File: config.mk
export PLATFORM = sky130hd
export DESIGN_NAME = uart_rx
export DESIGN_NICKNAME = d
export VERILOG_FILES = /design/src/rtl/uart_pkg.sv /design/src/rtl/uart_rx_sync.sv /design/src/rtl/uart_rx.sv
export SDC_FILE = /design/constraint.sdc
export NUM_CORES = 1
export LEC_CHECK = 0
export BUFFER_PORTS_ARGS = -buffer_cell sky130_fd_sc_hd__buf_4
export CORE_MARGIN = 4
export CORE_UTILIZATION = 54
export DETAILED_ROUTE_END_ITERATION = 10
export GPL_ROUTABILITY_DRIVEN = 0
export PLACE_DENSITY_LB_ADDON = 0.25
export SLEW_MARGIN = 25
export SYNTH_ARGS = -nofsm -noshare
export SYNTH_HDL_FRONTEND = slang
export SYNTH_SLANG_ARGS = --single-unit
File: constraint.sdc
create_clock -name clk -period 2.1 [get_ports clk]
set_input_delay 0.42 -clock clk [delete_from_list [all_inputs] [get_ports clk]]
set_output_delay 0.42 -clock clk [all_outputs]
set_load 0.02 [all_outputs]
File: src/rtl/uart_pkg.sv
// Shared UART definitions: FSM state encoding (common to rx and tx), data width,
// and the clocks-per-bit computation.
package uart_pkg;

  localparam int unsigned DATA_W = 8;

  typedef enum logic [2:0] {
    S_IDLE,
    S_START,
    S_SEND_BYTE,
    S_REC_BYTE,
    S_STOP,
    S_WAIT_HIGH
  } uart_state_e;

  function automatic int unsigned cycle_count(input int unsigned clk_mhz,
                                              input int unsigned baud);
    return (clk_mhz * 1000000) / baud;
  endfunction

endpackage

File: src/rtl/uart_rx_sync.sv
// Two-flop synchroniser for an asynchronous pin, plus a delayed copy used to
// flag a high-to-low transition of the synchronised level.
module uart_rx_sync #(
  parameter logic RST_VAL = 1'b1
) (
  input  logic clk,
  input  logic rst_n,
  input  logic async_i,
  output logic sync_o,
  output logic fall_o
);

  logic meta_q;
  logic sync_q;
  logic prev_q;

  always_ff @(posedge clk or negedge rst_n) begin
    if (!rst_n) begin
      meta_q <= RST_VAL;
      sync_q <= RST_VAL;
      prev_q <= RST_VAL;
    end else begin
      meta_q <= async_i;
      sync_q <= meta_q;
      prev_q <= sync_q;
    end
  end

  assign sync_o = sync_q;
  assign fall_o = prev_q & ~sync_q;

endmodule

File: src/rtl/uart_rx.sv
// 8N1 UART receiver: centre-sampled bits, stop-bit check, valid/ready byte
// output with single-cycle framing-error and overrun pulses.
module uart_rx
  import uart_pkg::*;
#(
  parameter int unsigned CLK_FRE   = 50,
  parameter int unsigned BAUD_RATE = 115200
) (
  input  logic              clk,
  input  logic              rst_n,
  input  logic              rx_pin,
  output logic [DATA_W-1:0] rx_data,
  output logic              rx_data_valid,
  input  logic              rx_data_ready,
  output logic              rx_frame_err,
  output logic              rx_overrun
);

  localparam int unsigned CYCLE = cycle_count(CLK_FRE, BAUD_RATE);
  localparam int unsigned HALF  = CYCLE / 2;
  localparam logic [15:0] CYCLE_LAST = 16'(CYCLE - 1);
  localparam logic [15:0] HALF_LAST  = 16'(HALF - 1);

  if (CYCLE < 4 || CYCLE >= 65536) begin : g_cycle_range
    $error("uart_rx: CLK_FRE/BAUD_RATE gives a bit period outside 4..65535 clocks");
  end

  logic rx_sync;
  logic rx_fall;

  uart_rx_sync #(.RST_VAL(1'b1)) u_sync (
    .clk    (clk),
    .rst_n  (rst_n),
    .async_i(rx_pin),
    .sync_o (rx_sync),
    .fall_o (rx_fall)
  );

  uart_state_e       state_q;
  logic [15:0]       cycle_cnt_q;
  logic [2:0]        bit_cnt_q;
  logic [DATA_W-1:0] shift_q;
  logic [DATA_W-1:0] data_q;
  logic              valid_q;
  logic              frame_err_q;
  logic              overrun_q;

  always_ff @(posedge clk or negedge rst_n) begin
    if (!rst_n) begin
      state_q     <= S_IDLE;
      cycle_cnt_q <= '0;
      bit_cnt_q   <= '0;
      shift_q     <= '0;
      data_q      <= '0;
      valid_q     <= 1'b0;
      frame_err_q <= 1'b0;
      overrun_q   <= 1'b0;
    end else begin
      frame_err_q <= 1'b0;
      overrun_q   <= 1'b0;
      // A delivery later in this block overrides the accept-driven clear.
      if (valid_q && rx_data_ready) begin
        valid_q <= 1'b0;
      end

      case (state_q)
        S_IDLE: begin
          cycle_cnt_q <= '0;
          bit_cnt_q   <= '0;
          if (rx_fall) begin
            state_q <= S_START;
          end
        end

        S_START: begin
          if (cycle_cnt_q == HALF_LAST) begin
            cycle_cnt_q <= '0;
            state_q     <= rx_sync ? S_IDLE : S_REC_BYTE;
          end else begin
            cycle_cnt_q <= cycle_cnt_q + 16'd1;
          end
        end

        S_REC_BYTE: begin
          if (cycle_cnt_q == CYCLE_LAST) begin
            cycle_cnt_q        <= '0;
            shift_q[bit_cnt_q] <= rx_sync;
            if (bit_cnt_q == 3'd7) begin
              bit_cnt_q <= '0;
              state_q   <= S_STOP;
            end else begin
              bit_cnt_q <= bit_cnt_q + 3'd1;
            end
          end else begin
            cycle_cnt_q <= cycle_cnt_q + 16'd1;
          end
        end

        S_STOP: begin
          if (cycle_cnt_q == CYCLE_LAST) begin
            cycle_cnt_q <= '0;
            if (rx_sync) begin
              state_q <= S_IDLE;
              if (!valid_q || rx_data_ready) begin
                data_q  <= shift_q;
                valid_q <= 1'b1;
              end else begin
                overrun_q <= 1'b1;
              end
            end else begin
              frame_err_q <= 1'b1;
              state_q     <= S_WAIT_HIGH;
            end
          end else begin
            cycle_cnt_q <= cycle_cnt_q + 16'd1;
          end
        end

        S_WAIT_HIGH: begin
          cycle_cnt_q <= '0;
          if (rx_sync) begin
            state_q <= S_IDLE;
          end
        end

        default: begin
          state_q <= S_IDLE;
        end
      endcase
    end
  end

  assign rx_data       = data_q;
  assign rx_data_valid = valid_q;
  assign rx_frame_err  = frame_err_q;
  assign rx_overrun    = overrun_q;

endmodule
# Word level (Yosys, flattened, before mapping)
# Cells that the tools add are included.
# classes
n_eq_ne	13
order_cmp	2
muxes	30
n_addsub	2
reduce_logical	13
bitwise	2
# op_table
op	n
case mux 16 bit (3 select lines)	1
2-to-1 mux 16 bit	2
2-to-1 mux 3 bit	9
adder 16 x 1 -> 16 bit, second input constant	1
== test 16 x 8 -> 1 bit, second input constant	1
== test 16 x 9 -> 1 bit, second input constant	1
case mux 3 bit (5 select lines)	1
2-to-1 mux 1 bit	13
!= test 2 bit, second input constant	5
== test 3 bit, second input constant	3
bitwise mux 8 bit	1
case mux 3 bit (2 select lines)	1
AND reduction 6 bit	1
< comparator 3 x 4 -> 1 bit, second input constant	1
AND reduction 2 bit	2
AND reduction 4 bit	1
OR reduction 2 bit	2
adder 3 x 1 -> 3 bit, second input constant	1
demux 1 bit (select 3 bit)	1
== test 3 x 1 -> 1 bit, second input constant	1
== test 3 x 2 -> 1 bit, second input constant	1
greater-or-equal comparator 3 x 1 -> 1 bit, second input constant	1
zero test 3 bit	1
nonzero test 3 bit	1
8 further kinds	9
# word_totals
elab_cells	73
inputBits	4
output_inout_bits	11
regBits	44

# Logic depth before layout (Yosys ltp)
# depth
depth_word	6
ltp_mapped	9
mapped_depth_nobuf	8

# Cells and area by module
# Synthesis repeated with hierarchy kept, for this count alone.
# unflattened
hier_cells	215
area_unflattened_um2	2312.2
# by_module_without_submodules
mod	n_inst	cells_per_inst	seq_area_each_um2	area_each_um2
uart_rx	1	211	1026.0	2219.6
uart_rx_sync	1	4	78.8	92.6

# Least setup slack after synthesis
# No wires, ideal clock.
# synth_path
path_type	reg-to-reg
from	reg cycle_cnt_q[1]
to	reg shift_q[1]
setup_time_ns	0.128
arrival_time_ns	1.835
path_stages_with_launch	9
setup_slack_ns	0.137
required_time_ns	1.972
period_less_slack_ns	1.963
path_buffers	1
cell_sequence	dfrtp_1 -> inv_1 -> ha_1 -> and4b_1 -> and4_1 -> buf_6 -> nand3_4 -> nor4b_2 -> mux2_1
# synth_via
elab_chain_cells	2
# synth_lines
element	line	rtl
from (decl)	uart_rx.sv:40	logic [15:0] cycle_cnt_q;
from (signal assigned)	uart_rx.sv:80	cycle_cnt_q <= cycle_cnt_q + 16'd1;
from (signal assigned)	uart_rx.sv:95	cycle_cnt_q <= cycle_cnt_q + 16'd1;
from (signal assigned)	uart_rx.sv:115	cycle_cnt_q <= cycle_cnt_q + 16'd1;
== test 16 x 9 -> 1 bit	uart_rx.sv:85	if (cycle_cnt_q == CYCLE_LAST) begin
AND reduction 2 bit (no line)	--	
to (signal, indexed assignment)	uart_rx.sv:87	shift_q[bit_cnt_q] <= rx_sync;
to (decl)	uart_rx.sv:42	logic [DATA_W-1:0] shift_q;
# No other way between the ends.
# A chain may end at the register's enable or synchronous reset.

# Worst setup path after layout
# layout_path
from	reg cycle_cnt_q[0]
to	reg cycle_cnt_q[13]
# layout_via
elab_chain_cells	3
elab_cells_between_ends	6
classes_between	add/sub (1); eq/ne (2); mux (3)
# layout_lines
element	line	rtl
adder 16 x 1 -> 16 bit, or another cell as far along	uart_rx.sv:80, uart_rx.sv:95, uart_rx.sv:115	
2-to-1 mux 16 bit, on equally long branches	uart_rx.sv:85, uart_rx.sv:100, uart_rx.sv:76	
case mux 16 bit (3 select lines) *	uart_rx.sv:66	case (state_q)
# Mark *: on every way between the ends. The rest lies on a longest branch, timed or not.

==> flow_metrics.py <==
metrics = {
    "synth": {
        "synth-async-reset-ratio_pct": 100,
        "synth_top_area_share_pct": 43.7,
        "netlist_top_cells_count": "dfrtp_1 (41), nand2_1 (21), o21ai_0 (18)",
        "synth_area_per_cell_um2": 10.3,
        "ys.warnings.count": 0,
        "synthCells": 228,
        "yosysSeqAreaShare_pct": 47.1,
        "synthTopCellsByArea": "dfrtp_1 (44%), mux2_2 (7.2%), o21ai_0 (3.8%)",
        "ys.flop_type": "dfrtp_1",
        "syn_nets": 237,
        "synth_most_common_cell": "dfrtp_1",
        "ys_seq_elements": 44,
        "ys_types": 50,
        "synth_area_mm2": 0.00235,
        "synth_edf_count": 0,
        "synth_top_area_cell": "dfrtp_1",
    },
    "grt": {
        "grt_max_degree": 45,
        "antenna_found_initial": 0,
        "grt_overflow": 0,
        "grt.total_usage_pct": 20.0,
        "grt_pass1_wl_mm": 8.32,
        "grt_pass1_vias": 1765,
    },
    "setup_path": {
        "worstRegToRegCells": 10,
        "worst_setup_path_start_kind": "flip-flop",
        "path_buf_inv": 3,
        "r2r-end": "cycle_cnt_q[13]",
        "crit_fanout": 7,
        "required_ns": 2.29,
        "cp_data_arrival_time_ns": 2.23,
        "critPathTopFamily": "simple AND/OR/NAND/NOR gates",
        "critPathMostFrequentCell": "buf_4",
        "cp-end-kind": "flip-flop",
        "cp_slowest_cell": "dfrtp_1",
        "reg2reg_from": "cycle_cnt_q[0]",
        "critical_path.max_stage_delay_ns": 0.38,
        "worstSetupPathType": "flip-flop to flip-flop",
        "rrSetupSlack_ns": 0.05,
        "path_cells": "buf_4, inv_1, ha_1, and3_1, nand4_1, mux2_2, nand2_1, nor3b_2, buf_4, nor2_1",
    },
    "clock_tree": {
        "clockBufferDepth": 2,
        "clk_latency_ns": 0.30,
        "path_clk_slew_ns": 0.09,
        "clkSinkCount": 44,
        "htree_levels": 2,
        "cts_made_buffers": 5,
        "cts_root_buf": "clkbuf_8",
        "cts_tree": "done",
        "hold_buffers": 0,
    },
    "layout": {
        "fin_util_pct": 66.6,
        "final_nets": 269,
        "drive_above_1_share_pct": 28.0,
        "n_antenna_cell": 0,
        "syn2layout_area_growth_pct": 16.8,
    },
    "power": {
        "leakage_nw": 1.27,
        "power_w": 0.00185,
        "power_density_mw_per_mm2": 674,
        "worst_ir_drop_vdd_v": 0.000474,
    },
    "timing": {
        "clock.fmax_mhz": 489,
        "maxSlewViolCount": 0,
        "clock_skew_ns": 0.0105,
        "relSlewSlack_pct": 63.3,
        "rsz0062_at_grt": "true",
        "worstMarginPinSlew_ns": 0.551,
        "holdWs_ns": 0.0810,
        "min_period_ns": 2.05,
        "hold_viol_final": 0,
        "layout_setup_ws_ns": 0.0541,
        "setup_viol": 0,
        "period_share_pct": 97.4,
    },
    "status": {
        "status": "finished, final reports clean",
    },
    "drt": {
        "via_count": 1854,
        "postRouteAntennaNets": 0,
        "wl_per_cell_um": 16.0,
        "wl_mm": 4.98,
        "vias_per_cell": 5.96,
        "dr.first_iter.drc_count": 150,
        "dr.pass1.iters": 4,
        "drc": 0,
    },
    "floorplan": {
        "dieArea_mm2": 0.00547,
        "die_h_um": 73.9,
        "ios": 15,
        "initial_utilization_pct": 57.0,
        "die_w_um": 73.9,
        "core_mm2": 0.00412,
        "rows": 23,
    },
    "worst_hold_path": {
        "hold_class": "input pin to asynchronous set/reset pin",
    },
    "run": {
        "drv_cap": 0,
    },
    "placement": {
        "portBuffers": 14,
        "hpwl_mm": 3.44,
        "place_ws_ns": 0.0314,
    },
}
cell usage in the layout (no fill, tap or decap), drive strengths merged, types with 2 or more instances in the layout:
master and count:
dfrtp 41, buf 34, nand2 21, o21ai 18, mux2 17, nor2 16
nand3 15, a21oi 8, and3 6, o31ai 6, clkbuf 6, nor3 5
ha 5, nand4 5, nor3b 5, inv 4, o211ai 4, xor2 4
nand2b 4, and2 3, nor2b 3, a22oi 3, dfstp 3, nor4 3
nor4b 3, o41ai 2, and4 2
where the power goes:
part	internal, W	switching [W]
clock	0.000233	0.000299
sequential	0.000904	0.0000612
combinational	0.000152	0.000201
total	0.00129	0.000561
metal layers:
metal	track usage [%]	vias to the layer above	wire length [um]
met2	29.0	43	2270
met3	5.00	8	209
met1	29.1	900	2410
li1	-	903	-
met4	7.24	0	87
met5	0	-	0
worst max-delay path by stage:
stage	from	endpoint	depth (start not counted)
2_1_floorplan	cycle_cnt_q[1]	shift_q[1]	8
3_3_place_gp	cycle_cnt_q[1]	shift_q[0]	7
3_5_place_dp	cycle_cnt_q[1]	shift_q[0]	7
4_1_cts	cycle_cnt_q[1]	shift_q[0]	7
5_1_grt	cycle_cnt_q[1]	shift_q[1]	7
6_report	cycle_cnt_q[0]	cycle_cnt_q[13]	10
cell families (layout without fill, tap and decap cells):
logic type	Yosys count	in the layout	synth area share (%)
and+or+nand+nor	97	97	25.3
AOI/OAI and AO/OA	47	47	12.4
DFF	44	44	47.1
muxes	17	17	8.16
buffers and inverters	13	46	2.61
adders and majority gates	5	5	2.67
xor gates and xnor gates	5	5	1.87
sequential cells by signal, indices dropped and copies added, names as in the netlist:
signal	flops
rx_overrun	1
u_sync.meta_q	1
state_q	3
rx_frame_err	1
rx_data	8
shift_q	8
u_sync.prev_q	1
bit_cnt_q	3
u_sync.sync_o	1
rx_data_valid	1
cycle_cnt_q	16
area by class of cell:
class                           instances  area, um2
Timing Repair Buffer                   34        255
Tap cell                               50       62.6
Sequential cell                        44       1100
Multi-Input combinational cell        171       1220
Fill cell                             326       1370
Inverter                                4       15.0
Clock buffer                            6       72.6
Clock inverter                          2       12.5
what timing repair did:
action / 4_1_cts / 5_1_grt
endpoints found under the setup margin: 0 / 25
gates resized for setup: 0 / 8
endpoints found under the hold margin: 0 / 0
setup buffers: 0 / 1
metrics by stage:
step / TNS [ns] / instance area, um2 / cells
after floorplan: 0 / 2350 / 228
after global placement: 0 / 2610 / 302
after detailed placement: 0 / 2610 / 302
after CTS: 0 / 2700 / 310
after global routing: -0.344 / 2740 / 311
final: 0 / 2740 / 311
Note: power is estimated with default switching activity, not from simulation.
